[src/rtl/piso_pkg.sv]
// Shared types for the PISO serializer: FSM state encoding and bit-counter width helper.
package piso_pkg;

    typedef enum logic {
        IDLE  = 1'b0,
        SHIFT = 1'b1
    } state_t;

    // Counter must reach WIDTH (the parity slot) without wrapping.
    function automatic int cnt_width(input int width);
        return $clog2(width + 2);
    endfunction

endpackage

[src/rtl/piso_bit_counter.sv]
// Frame bit counter: counts bits already shifted out and flags the final bit of the frame.
module piso_bit_counter
    import piso_pkg::*;
#(
    parameter int WIDTH = 4
) (
    input  logic                        clk,
    input  logic                        rst,
    input  logic                        clear,
    input  logic                        inc,
    input  logic [cnt_width(WIDTH)-1:0] term,
    output logic                        last
);

    localparam int CW = cnt_width(WIDTH);

    logic [CW-1:0] cnt;

    assign last = (cnt == term);

    // Saturates at the terminal count so a held inc can never wrap mid-frame.
    always_ff @(posedge clk or negedge rst) begin
        if (!rst) begin
            cnt <= '0;
        end else if (clear) begin
            cnt <= '0;
        end else if (inc && !last) begin
            cnt <= cnt + CW'(1);
        end
    end

endmodule

[src/rtl/piso_serializer.sv]
// Parallel-in serial-out serializer with ready/valid loading and back-to-back framing.
// Optional even-parity bit appended to each frame when PISO_PARITY_EN is defined.
module piso_serializer
    import piso_pkg::*;
#(
    parameter int WIDTH     = 4,
    parameter bit MSB_FIRST = 1'b0
) (
    input  logic             clk,
    input  logic             rst,
    input  logic             en,
    input  logic [WIDTH-1:0] din,
    input  logic             din_valid,
    output logic             din_ready,
    output logic             sout,
    output logic             sout_valid,
    output logic             sout_last,
    output logic             busy
);

    localparam int CW = cnt_width(WIDTH);
`ifdef PISO_PARITY_EN
    localparam int SW = WIDTH + 1;
`else
    localparam int SW = WIDTH;
`endif
    localparam logic [CW-1:0] TERM = CW'(SW - 1);

    state_t        state;
    logic [SW-1:0] shreg;
    logic [SW-1:0] frame_word;
    logic          last;
    logic          head;
    logic          load;
    logic          advance;
    logic          frame_end;

    // Parity rides in the shift register at the tail of the shift order, so it falls out last.
`ifdef PISO_PARITY_EN
    assign frame_word = MSB_FIRST ? {din, ^din} : {^din, din};
`else
    assign frame_word = din;
`endif

    assign head       = MSB_FIRST ? shreg[SW-1] : shreg[0];
    assign busy       = (state == SHIFT);
    assign din_ready  = en && ((state == IDLE) || last);
    assign load       = din_valid && din_ready;
    assign advance    = en && busy && !last;
    assign frame_end  = en && busy && last;

    assign sout       = busy & head;
    assign sout_valid = busy;
    assign sout_last  = busy & last;

    piso_bit_counter #(
        .WIDTH (WIDTH)
    ) u_bit_counter (
        .clk   (clk),
        .rst   (rst),
        .clear (load || frame_end),
        .inc   (advance),
        .term  (TERM),
        .last  (last)
    );

    always_ff @(posedge clk or negedge rst) begin
        if (!rst) begin
            state <= IDLE;
            shreg <= '0;
        end else if (load) begin
            shreg <= frame_word;
            state <= SHIFT;
        end else if (advance) begin
            shreg <= MSB_FIRST ? (shreg << 1) : (shreg >> 1);
        end else if (frame_end) begin
            state <= IDLE;
        end
    end

endmodule

[config.mk]
export PLATFORM = sky130hd
export DESIGN_NAME = piso_serializer
export DESIGN_NICKNAME = d
export VERILOG_FILES = /design/src/rtl/piso_pkg.sv /design/src/rtl/piso_bit_counter.sv /design/src/rtl/piso_serializer.sv
export SDC_FILE = /design/constraint.sdc
export NUM_CORES = 1
export LEC_CHECK = 0
export ABC_AREA = 1
export CORE_AREA = 5 5 42 44
export DETAILED_ROUTE_END_ITERATION = 12
export DIE_AREA = 0 0 47 49
export GPL_TIMING_DRIVEN = 0
export PLACE_DENSITY = 0.63
export SLEW_MARGIN = 20
export SYNTH_ARGS = -nofsm -noshare
export SYNTH_HDL_FRONTEND = slang
export SYNTH_SLANG_ARGS = --single-unit
[constraint.sdc]
create_clock -name clk -period 2.3 [get_ports clk]
set_input_delay 0.69 -clock clk [delete_from_list [all_inputs] [get_ports clk]]
set_output_delay 0.69 -clock clk [all_outputs]
set_load 0.02 [all_outputs]
# --- Word level (Yosys, flattened, before mapping) ---
# Index checks and enable logic that the tools add are counted.
totals:
  register_bits: 8
  latchBits: 0
  ram_bits: 0
  rom_bits: 0
  input_bits: 8
  output_inout_bits: 5
  elab_cells: 29
  mem_count: 0
op_classes:
  add_sub_neg: 1
  n_mul: 0
  n_div: 0
  order_cmp: 0
  n_eq_ne: 2
  shift: 0
  n_mux: 7
  bitwise: 3
  n_reduce_logical: 13
op_table:
  columns: ["op", "n"]
  rows:
  - ["$mux W4", 2]
  - ["$logic_and A1 B1 Y1", 6]
  - ["$mux W3", 2]
  - ["$reduce_bool A2 Y1", 3]
  - ["$add A3 B1 Y3 const B", 1]
  - ["$eq A3 B2 Y1 const B", 1]
  - ["$mux W1", 3]
  - ["$and A1 B1 Y1", 2]
  - ["$logic_or A1 B1 Y1", 2]
  - ["$ne A2 B2 Y1 const B", 1]
  - ["$reduce_and A2 Y1", 1]
  - ["$logic_not A1 Y1", 1]
  - ["$not A1 Y1", 1]

# --- Logic depth before layout (Yosys ltp) ---
# Gate-level depths: netlist of run 1.
logic_depth:
  ltp_word: 6
  depth_mapped: 7
  ltp_nobuf: 7

# --- Cells and area by module ---
# From an unflattened synthesis of run 1, not the netlist that was laid out.
unflattened:
  hier_cells: 74
  hier_area_um2: 568.0
modules_own_cells:
  columns: ["mod", "instances", "cells_per_inst", "area_each_um2", "seq_area_each_um2"]
  rows:
  - ["piso_serializer", 1, 45, 356.6, 125.1]
  - ["piso_bit_counter", 1, 29, 211.5, 75.1]

# --- Worst setup path after synthesis of run 1 ---
# No wires, ideal clock.
synth_path:
  path_type: "register to output"
  startpoint: "reg u_bit_counter.cnt[0]"
  endpoint: "out din_ready"
  t_arrival_ps: 989
  t_required_ps: 1610
  slack_ps: 621
  path_stages_with_launch: 5
  path_buffers: 0
  cell_sequence: "dfrtp_1 > ha_1 > ha_1 > inv_1 > a21oi_2"
synth_between:
  elab_chain_cells: 3
synth_rtl:
  columns: ["item", "line", "rtl"]
  rows:
  - ["start: declaration", "piso_bit_counter.sv:17", "logic [CW-1:0] cnt;"]
  - ["start signal: assignment", "piso_bit_counter.sv:28", "cnt <= cnt + CW'(1);"]
  - ["$eq A3 B2 Y1", "piso_bit_counter.sv:19", "assign last = (cnt == term);"]
  - ["$logic_or A1 B1 Y1", "piso_serializer.sv:47", "assign din_ready = en && ((state == IDLE) || last);"]
  - ["$logic_and A1 B1 Y1", "piso_serializer.sv:47", null]
  - ["end: declaration", "piso_serializer.sv:14", "output logic din_ready,"]
# Every way passes these cells.

# --- Worst setup path after layout of run 1 ---
layout_path:
  startpoint: "in en"
  endpoint: "out din_ready"
layout_between:
  elab_chain_cells: 1
layout_rtl:
  columns: ["item", "line", "rtl"]
  rows:
  - ["start: declaration", "piso_serializer.sv:11", "input logic en,"]
  - ["$logic_and A1 B1 Y1", "piso_serializer.sv:47", null]
# Every way passes these cells.

==> results list, run 1 <==
- The flow ran to the end, and the final reports show no timing, DRC or antenna violations.
- Sequential group share of total power: 38.3%
- Post-cts hold buffer count: 0
- Top post-synthesis cells by count: 12 x sky130_fd_sc_hd__nand2_1, 8 x sky130_fd_sc_hd__dfrtp_1, 8 x sky130_fd_sc_hd__nand3_1
- Primary flip-flop cell chosen by synthesis mapping: sky130_fd_sc_hd__dfrtp_1
- H-Tree Level Count: 1
- YS warnings: 0
- In this run the count of I/O pins placed on the die edge is 13.
- OpenSTA, run right after detailed placement, puts the worst setup slack at -0.5766 ns.
- Area inside the core boundary: 1401 µm²
* Number of enable flip-flop cells after synthesis: 0
- Synthesis inferred 8 register bits.
- The finished cells cover 578.1 µm².
* Launch instance of the worst register-to-register path: u_bit_counter.cnt[0]$_DFFE_PN0P_
* Hold Path End: shreg[1]$_DFFE_PN0P_
- Switching power: 0.2496 mW
- Post-synthesis sequential area ratio: 48.34%
- The floorplan has 14 rows.
* End-of-flow core utilization: 41.25%
* Slack of the worst reg-to-reg path: 0.86 ns
- From left edge to right edge, the die measures 47 µm.
- At the pin with the least slew margin, the transition time is 0.3562 ns.
* Synthesized area: 414.1 µm²
- Reg-to-Reg End: shreg[2]$_DFFE_PN0P_
- Detailed router's first-iteration violation count: 7
* Fin Clk Skew: 0.009227 ns
* Routability Congestion: 0.7840
* Total wire length after detailed routing: 844 µm
- Setup repair after global routing left no endpoint under its margin.
- Internal: 0.3857 mW
- Worst min-delay path class: flop to flop
- Y dimension of the die: 49 µm
- After detailed routing, the average wire length per cell comes to 10.68 µm.
- The die covers 2303 µm².
- Antenna violations before repair: 0
- The worst setup path is of the primary input to output pin kind.
- Counting the fill cells in the layout gives 144.
* Total CTS buffers: 3
- In this run, the combinational gates consume 44.8% of the power.
- Switching fraction of total power: 39.29%
* Number of unique standard cell types used by synthesis: 13
- Data required time at the worst endpoint: 1.61 ns
* Leak pwr: 0.2855 nW
* IO buf count: 12
- Share of synthesized registers carrying an async set or reset: 100.0%
* Origin of the worst min-delay path: shreg[2]$_DFFE_PN0P_
- The first TritonRoute pass finished after 4 iterations.
- Fraction of power consumed by the clock network: 16.8%
* Starting Density: 29.55%
- The via count of the first global-routing pass was 316.
- Global routing used 8.884% of the available tracks across all layers.
- The number of pins with negative max-slew slack in the final report is 0.
* Library cell with the highest instance count after synthesis: sky130_fd_sc_hd__nand2_1
* Final Hold Violating Endpoints: 0
- Normalized max-slew margin: 76.18%
- Count of antenna-violating nets left after detailed routing: 0
- After routing, the total negative slack on setup checks comes to 0 ns.
* Max-cap violation count: 0
- TritonCTS built the clock tree.
- VDD sags by at most 0.4473 mV.
- After synthesis, the mean cell area works out to 8.628 µm².
- Along the worst path, the maximum fanout reaches 7.
- Summing all placed instances gives a cell area of 554.3 µm².
- Share of post-route cells with drive strength above 1: 17.46%
* Overall power consumption: 0.6353 mW
- The routed design could run at a clock period as short as 2.222 ns.
- Dividing total power by cell area gives a power density of 1099 nW/µm².
* Maximum clock frequency: 450.1 MHz
- The worst path uses 96.59% of the clock period.
- The clock passes through at most 2 buffers.
- Data arrival at the endpoint of the critical path: 1.53 ns
- Vias post-DR: 365
- For the worst-skew pair, the clock arrives at the later sink with an insertion delay of 0.26 ns.
* Total setup violations reported at the end of the flow: 0
- Summed over all instances, the cell type with the most area after synthesis is sky130_fd_sc_hd__dfrtp_1.
* Setup crit start kind: primary input
* Post-Syn Nets: 58
- Across all setup checks in the final design, the least slack found is 0.07839 ns.
- Area growth, synth to finish: 39.58%
- Yosys top cell area share: 48.34%
- Count of nets after finishing: 75
- Register-to-Register Path Depth: 7
- Summed over all nets, the half-perimeter wirelength after detailed placement is 655.4 µm.
* Count of mapped cells out of synthesis: 48
- In the routed layout, each cell is associated on average with a via count of 4.620.
- Clock sinks: 8
- Instance count along the most critical hold path: 2
* Cell types occupying the most area after synthesis: sky130_fd_sc_hd__dfrtp_1 48%, sky130_fd_sc_hd__nand2_1 11%, sky130_fd_sc_hd__nand3_1 9.7%, sky130_fd_sc_hd__ha_1 6.0%, sky130_fd_sc_hd__nand3_2 4.8%
- Overflow left after global routing: 0
- After clock tree synthesis, the clock-pin slew on the worst setup and hold paths is 0.05 ns.
- Maximum number of pins on one net before global-route repair: 10
* Setup crit end kind: output pin
- Post-CTS setup buffer count: 0
- Wire length of the first global-routing pass: 1373 µm
- The repair_antennas step left the layout with diodes totalling 0.
* Clk Tree Root Cell: sky130_fd_sc_hd__clkbuf_4
- Drc violations: 0
[cell usage in the layout (no fill, tap or decap), drive strengths merged]
cell           count
clkdlybuf4s15      2
o21ai              4
a21oi              1
nand4              3
dlygate4sd2        1
ha                 2
clkdlybuf4s50      9
dfrtp              8
clkbuf             3
nand2             13
inv                6
nand3             10
buf                1
[how the worst max path moves through the flow]
stage / from / end / slack, ns / cells after the start
6_report: en / din_ready / 0.08 / 4
3_3_place_gp: en / din_ready / -0.57 / 4
5_1_grt: en / din_ready / 0.002 / 4
4_1_cts: en / din_ready / 0.03 / 4
3_5_place_dp: en / din_ready / -0.58 / 4
2_1_floorplan: u_bit_counter.cnt[0]$_DFFE_PN0P_ / din_ready / 0.62 / 4
[power groups by stage]
stage	clock (mW)	sequential [mW]	combinational (mW)
2_1_floorplan	0	0.244	0.174
3_3_place_gp	0	0.241	0.287
3_5_place_dp	0	0.243	0.293
4_1_cts	0.115	0.240	0.289
5_1_grt	0.123	0.253	0.320
6_report	0.107	0.244	0.285
[stage by stage]
step / instances / hold slack (ns)
finish: 79 / 0.4926
global route: 79 / 0.5327
global placement: 76 / 0.4700
floorplan: 48 / 0.3944
detailed placement: 76 / 0.4785
CTS: 79 / 0.4916
[repair_timing]
item,CTS,global route
resized for setup,5,2
setup endpoints to repair,2,2
hold endpoints to repair,0,0
gates cloned,0,0
[registers in the layout, summed over array words and instances, names as in the netlist]
signal / count
shreg: 4
u_bit_counter.cnt: 3
busy: 1
[layout make-up]
class	count	area, µm²	share of cell area [%]
plain buffers	1	7.507	1.299
inverters	6	22.52	3.896
multi-input cells	33	183.9	31.82
clock buffers	3	22.52	3.896
well taps	16	20.02	3.463
repair buffers	12	120.1	20.78
flip-flops and latches	8	201.4	34.85
[cells by family after synthesis]
family                   share of synthesized area [%]
AND/OR/NAND/NOR                                  31.42
buffers and inverters                            7.251
adder cells (fa/ha/maj)                          6.041
AO/OA/AOI/OAI                                    6.947
flip-flops                                       48.34
[metal layers]
layer  wire [µm]  global-route usage, %  vias up
li1            -                      -      195
met1         377                  11.54      157
met2         377                  10.41       11
met3          77                  5.904        2
met4          12                  5.530        0
met5           0                      0        -
[critical path, stage by stage]
cell                              delay (ns)
sky130_fd_sc_hd__clkdlybuf4s15_1        0.32
sky130_fd_sc_hd__inv_1                  0.10
sky130_fd_sc_hd__a21oi_2                0.14
sky130_fd_sc_hd__clkdlybuf4s15_2        0.28
No activity file was read; power rests on OpenSTA's default activity.
==> run 2: changes to the inputs <==
--- a/config.mk
+++ b/config.mk
@@ -6,11 +6,11 @@
 export NUM_CORES = 1
 export LEC_CHECK = 0
 export ABC_AREA = 1
-export CORE_AREA = 5 5 42 44
+export CORE_AREA = 2 2 39 41
 export DETAILED_ROUTE_END_ITERATION = 12
-export DIE_AREA = 0 0 47 49
+export DIE_AREA = 0 0 41 43
 export GPL_TIMING_DRIVEN = 0
-export PLACE_DENSITY = 0.63
+export PLACE_DENSITY_LB_ADDON = 0.05
 export SLEW_MARGIN = 20
 export SYNTH_ARGS = -nofsm -noshare
 export SYNTH_HDL_FRONTEND = slang
==> run 2 against run 1 <==
  * Clock power shrank 4%
  * Sequential share of layout area up 0.24 points
  * First-iteration DRC count decreased by 57%
  * Global-route usage increased by 3.8 points
  * Cell area is 1.3% lower
  * Non-clock buffer count unchanged
  * Hold slack worse by 0.0092 ns
  * Power decreased by 2.0%
  * Core utilization hardly changed
==> results list, run 2 (synthesized netlist as in run 1, its figures left out) <==
- Maximum number of pins on one net before global-route repair: 10
- Detailed placer's ending HPWL: 635.6 µm
- Portion of the clock cycle consumed by the worst path in the final layout: 95.24%
* Crit path max-delay cell type: sky130_fd_sc_hd__clkdlybuf4s50_1
- On the worst path, the slowest cell contributes a delay of 0.59 ns.
* Vias post-DR: 365
- Post-CTS setup buffer count: 0
- The number of antenna violations at the first check in global routing is 0.
* FILL cells: 149
* Detailed router's first-iteration violation count: 3
- Die boundary width: 41 µm
- Count of antenna-violating nets left after detailed routing: 0
- The region available for standard cell placement spans 1384 µm².
* Final slew viol count: 0
* Cell area power density: 1092 nW/µm²
- Wires add up to 819 µm.
- CTS placed an instance of sky130_fd_sc_hd__clkbuf_4 at the clock tree root.
* Setup crit start kind: flop
- Y dimension of the die: 43 µm
- After detailed routing, the number of vias per cell comes to 4.620.
- After detailed routing, the number of remaining DRC violations is 0.
* Fin crit period: 2.191 ns
* Clock sinks: 8
- Die Footprint: 1763 µm²
- The worst pin sits at a relative slew slack of 75.86%.
- Fin Clk Skew: 0.003252 ns
* Area growth, synth to finish: 37.76%
* Overall power consumption: 0.6228 mW
- Pin placement for this block handled 13 I/O pins.
- H-Tree Level Count: 1
- Setup repair after global routing missed its margin: false
- For this design, the CTS-stage hold fixing added 0 buffers.
- Routability Congestion: 0.7134
* IO buf count: 12
- Setup violations remaining at the end of the flow were counted as 0.
- TritonCTS built the clock tree.
- The placed instances occupy a cell area of 554.3 µm².
* Final standard cell area without fillers: 570.5 µm²
* Overflow left after global routing: 0
- The run finished with clean final reports.
- The pre-antenna-repair detailed-routing pass consisted of 2 iterations.
- Worst min-delay path class: flop to flop
- Clock-pin slew was measured on the worst setup and hold paths at 0.05 ns.
- Measured slew at the worst slew-check pin: 0.3610 ns
* Highest-count cells in the layout ignoring fill and taps: 12 x sky130_fd_sc_hd__nand2_1, 9 x sky130_fd_sc_hd__clkdlybuf4s50_1, 8 x sky130_fd_sc_hd__nand3_1, 8 x sky130_fd_sc_hd__dfrtp_1, 4 x sky130_fd_sc_hd__inv_1
- Via count of the first global-routing pass: 348
- Maximum resistive drop on vdd: 0.4691 mV
- Routed wirelength normalized by instance count: 10.37 µm
* Cell-by-cell trace of the critical path: buf_4 -> clkdlybuf4s50_1
- Deepest clock path buffer count: 2
- Total CTS buffers: 3
* CP Max Fanout: 9
- Site Rows: 14
- For the worst setup path, the data arrival time is 1.50 ns.
- Count of nets after finishing: 75
- Wire length of the first global-routing pass: 1469 µm
- Final Hold Violating Endpoints: 0
- Crit Path Class: flop to output pin
- Max FFs per register: 4
- Setup crit end kind: output pin
- Once layout is complete, the utilization of the core stands at 41.23%.
- Data required time at the worst endpoint: 1.61 ns
* Starting Density: 29.93%
- Cells with a size suffix above 1 make up 17.46% of the layout.
* Clock latency reported for the late side of the worst-skew pair: 0.25 ns
* Maximum clock frequency: 456.5 MHz
- Across the run, the number of max-cap violations was 0.
- Leak pwr: 0.2864 nW
- The number of antenna diodes in the final layout is 0.
* Leading cell type in the layout, fill and taps excluded: sky130_fd_sc_hd__nand2_1
- Register bank with the most flops: shreg
- Adding up every negative setup slack in the final design gives 0 ns.
- Global routing consumed, over all layers together, 12.72% of the routing resources.
run 2: changes by cell type in the layout (fill, tap and decap cells not counted), sizes merged:
cell	previous run	this run
clkbuf	3	4
clkdlybuf4s15	2	1
run 2: metal layers:
metal	vias up	global-route usage (%)	routed length (µm)
met4	0	10.00	11
met3	2	1.571	54
met2	9	16.56	361
met1	162	18.12	392
li1	192	-	-
met5	-	0	0
run 2: path summary, 6_finish.rpt:
path	from	cells past startpoint	end	slack, ns
hold / removal	u_bit_counter.cnt[0]$_DFFE_PN0P_	1	u_bit_counter.cnt[0]$_DFFE_PN0P_	0.48
setup reg to reg	u_bit_counter.cnt[0]$_DFFE_PN0P_	7	shreg[0]$_DFFE_PN0P_	0.91
max in group asynchronous	rst	1	shreg[2]$_DFFE_PN0P_	1.32
hold reg to reg	u_bit_counter.cnt[0]$_DFFE_PN0P_	1	u_bit_counter.cnt[0]$_DFFE_PN0P_	0.48
setup / recovery	busy$_DFFE_PN0P_	2	sout_valid	0.11
min in group asynchronous	rst	1	u_bit_counter.cnt[0]$_DFFE_PN0P_	0.72
run 2: area by class of cell:
cell class,count,area (µm²),area share (%)
timing repair buffer,12,113.9,19.96
multi-input combinational,33,183.9,32.24
buffer,1,7.507,1.316
sequential,8,200.2,35.09
clock buffer,3,22.52,3.947
inverter,6,22.52,3.947
tap,16,20.02,3.509
run 2: stage by stage:
stage	hold slack, ns	cells	setup WS [ns]
floorplan	0.3944	48	0.6206
global placement	0.4728	76	-0.5484
detailed placement	0.4781	76	-0.5457
CTS	0.4915	79	0.02361
global route	0.5298	79	0.008952
finish	0.4834	79	0.1094
run 2: critical path: cells and delay by family, from the launching register on:
family / cells / cell delay (ns)
flip-flops: 1 / 0.51
buffers and inverters: 2 / 0.75
run 2: what timing repair did:
| item | in CTS | in global routing |
|---|---|---|
| endpoints found under the setup margin | 2 | 1 |
| pin swaps | 0 | 0 |
| resized for setup | 4 | 3 |
run 2: report_power, final:
| part | total (mW) | internal [mW] | switching (mW) |
|---|---|---|---|
| Combinational | 0.282 | 0.128 | 0.154 |
| Sequential | 0.238 | 0.195 | 0.0430 |
| Clock | 0.103 | 0.0594 | 0.0435 |
==> run 3: changes to the inputs <==
==> constraint.sdc (replaced) <==
create_clock -name clk -period 1.89 [get_ports clk]
set_input_delay 0.567 -clock clk [delete_from_list [all_inputs] [get_ports clk]]
set_output_delay 0.567 -clock clk [all_outputs]
set_load 0.02 [all_outputs]
==> run 3 against run 2 <==
  * Die area stayed put
  * Sequential power is 28% higher
  * Highest routed layer unchanged
  * Final cell count is 3.8% higher
  * Clock-buffer cell count stayed put
==> results list, run 3 (synthesized netlist as in run 1, its figures left out) <==
* FILL cells: 142
- Wire length of the first global-routing pass: 1511 µm
- Final standard cell area without fillers: 623.1 µm²
- Once detailed placement completed, the half-perimeter wirelength came to 635.6 µm.
- After clock tree synthesis, the clock-pin slew on the worst setup and hold paths is 0.05 ns.
- Global routing consumed, on the met3 layer, 1.571% of the routing resources.
- The total area inside the core boundary comes to 1384 µm².
* Count of nets after finishing: 78
* Max-cap violation count: 0
* Internal: 0.4953 mW
- In this run, the clock network consumes 15.2% of the power.
- The final-report hold violation count came to 0.
* Total wire length after detailed routing: 892 µm
* Max FFs per register: 4
* Y dimension of the die: 43 µm
* Starting Density: 29.93%
* IO buf count: 12
- Routed wirelength normalized by instance count: 10.88 µm
- The share of total power dissipated in sequential elements is 37.2%.
- Entering global routing, the biggest net connects 10 pins.
- Cells with a size suffix above 1 make up 28.79% of the layout.
- Hold WS: 0.4895 ns
- Top-level I/O count: 13
- Worst min-delay path class: flop to flop
- Register bank with the most flops: shreg
- Highest-count cells in the layout ignoring fill and taps: 12 x sky130_fd_sc_hd__nand2_1, 8 x sky130_fd_sc_hd__nand3_1, 7 x sky130_fd_sc_hd__dfrtp_1
- Count of antenna-violating nets left after detailed routing: 0
* Die boundary width: 41 µm
- Dividing the final minimum period by the clock period gives 96.79%.
* Deepest clock path buffer count: 2
- For the final routed database, the setup TNS stands at 0 ns.
* Global-route met2 utilization: 17.50%
- Data required time at the worst endpoint: 1.32 ns
- Maximum clock frequency: 546.6 MHz
- Fin Clk Skew: 0.002894 ns
* Setup crit start kind: flop
* Vias post-DR: 382
- In this run the power density over the cells is 1316 nW/µm².
- Setup repair after global routing left no endpoint under its margin.
- Fin crit period: 1.829 ns
- Detailed router's first-iteration violation count: 4
* Measured slew at the worst slew-check pin: 0.3584 ns
- Post-Place Cell Area: 554.3 µm²
- Final slew viol count: 0
- Post-cts hold buffer count: 0
- After detailed routing, the number of vias per cell comes to 4.659.
* Die Footprint: 1763 µm²
- Summing all multi-input logic gate instances after layout gives 216.5 µm².
- Data arrival at the endpoint of the critical path: 1.26 ns
- In this run, CTS created clock tree buffers numbering 3.
- Net switching is 39.61% of the power.
- By startpoint and endpoint, the worst setup path is classified as flop to output pin.
* TritonCTS clock tree: done
- Via count of the first global-routing pass: 352
- The number of antenna violations at the first check in global routing was 0.
* Overflow left after global routing: 0
* Area growth, synth to finish: 50.45%
* Run status: finished clean
- The repair_antennas step left the layout with diodes totalling 0.
- Met1 usage in global routing: 18.12%
- Routability Congestion: 0.7134
- Site Rows: 14
- In this run the static leakage power is 0.3035 nW.
- In this run, the combinational gates consume 47.6% of the power.
* Drc violations: 0
- VDD sags by at most 0.5953 mV.
- GRT Util Overall: 13.02%
* Drt pass-1 iters: 2
- Setup crit end kind: output pin
- In this run the tightest slew margin relative to its limit is 76.03%.
* Clk Tree Root Cell: sky130_fd_sc_hd__clkbuf_4
- Total setup violations reported at the end of the flow: 0
* Clock sinks: 8
* Clock latency reported for the late side of the worst-skew pair: 0.24 ns
- Switching power: 0.3248 mW
- Registers take 201.4 µm².
- Leaving out fill and tap cells, the most frequent cell in the layout is sky130_fd_sc_hd__nand2_1.
* Overall power consumption: 0.8202 mW
- After global routing, the most crowded layer is met1.
- CP Max Fanout: 3
* H-Tree Level Count: 1
## run 3: worst max-delay path, cell delays in order (launching register included)
cell,delay (ns)
sky130_fd_sc_hd__dfrtp_1,0.40
sky130_fd_sc_hd__ha_4,0.16
sky130_fd_sc_hd__ha_4,0.14
sky130_fd_sc_hd__inv_4,0.04
sky130_fd_sc_hd__a21oi_4,0.15
sky130_fd_sc_hd__buf_6,0.13
## run 3: power by group through the flow
stage	logic, mW	registers, mW	clock network, mW
after floorplan	0.212	0.297	0
after global placement	0.354	0.292	0
after detailed placement	0.355	0.293	0
after CTS	0.326	0.292	0.134
after global routing	0.453	0.318	0.141
final	0.390	0.305	0.125
## run 3: timing repair
item                       CTS  global route
setup buffers                0             3
cloned                       0             0
setup endpoints to repair    5             2
pin swaps                    0             3
gates resized for setup     14            10
## run 3: worst paths after layout
kind | start | end | slack [ns] | depth (start not counted)
min in group asynchronous | rst | u_bit_counter.cnt[2]$_DFFE_PN0P_ | 0.60 | 1
min reg2reg | u_bit_counter.cnt[2]$_DFFE_PN0P_ | u_bit_counter.cnt[2]$_DFFE_PN0P_ | 0.49 | 2
max in group asynchronous | rst | busy$_DFFE_PN0P_ | 1.01 | 1
min | u_bit_counter.cnt[2]$_DFFE_PN0P_ | u_bit_counter.cnt[2]$_DFFE_PN0P_ | 0.49 | 2
max | u_bit_counter.cnt[0]$_DFFE_PN0P_ | din_ready | 0.06 | 5
max reg2reg | u_bit_counter.cnt[0]$_DFFE_PN0P_ | shreg[0]$_DFFE_PN0P_ | 0.49 | 8
## run 3: per-stage QoR
step / std cells / utilization (%) / setup WS (ns)
4_1_cts: 79 / 40.69 / -0.04885
3_3_place_gp: 76 / 40.05 / -0.7124
3_5_place_dp: 76 / 40.05 / -0.7097
2_1_floorplan: 48 / - / 0.3336
5_1_grt: 82 / 45.03 / 0.003058
6_report: 82 / 45.03 / 0.06058
## run 3: layer usage
layer	wire length (µm)	part of all wire (%)
met1	408	46
met5	0	0
met3	57	6.4
met4	11	1.2
met2	414	46
## run 3: cell type report
class | count | share of cell area, %
multi-input cells | 33 | 34.74
repair buffers | 15 | 20.88
plain buffers | 1 | 1.205
clock buffers | 3 | 3.614
well taps | 16 | 3.213
inverters | 6 | 4.016
flip-flops and latches | 8 | 32.33
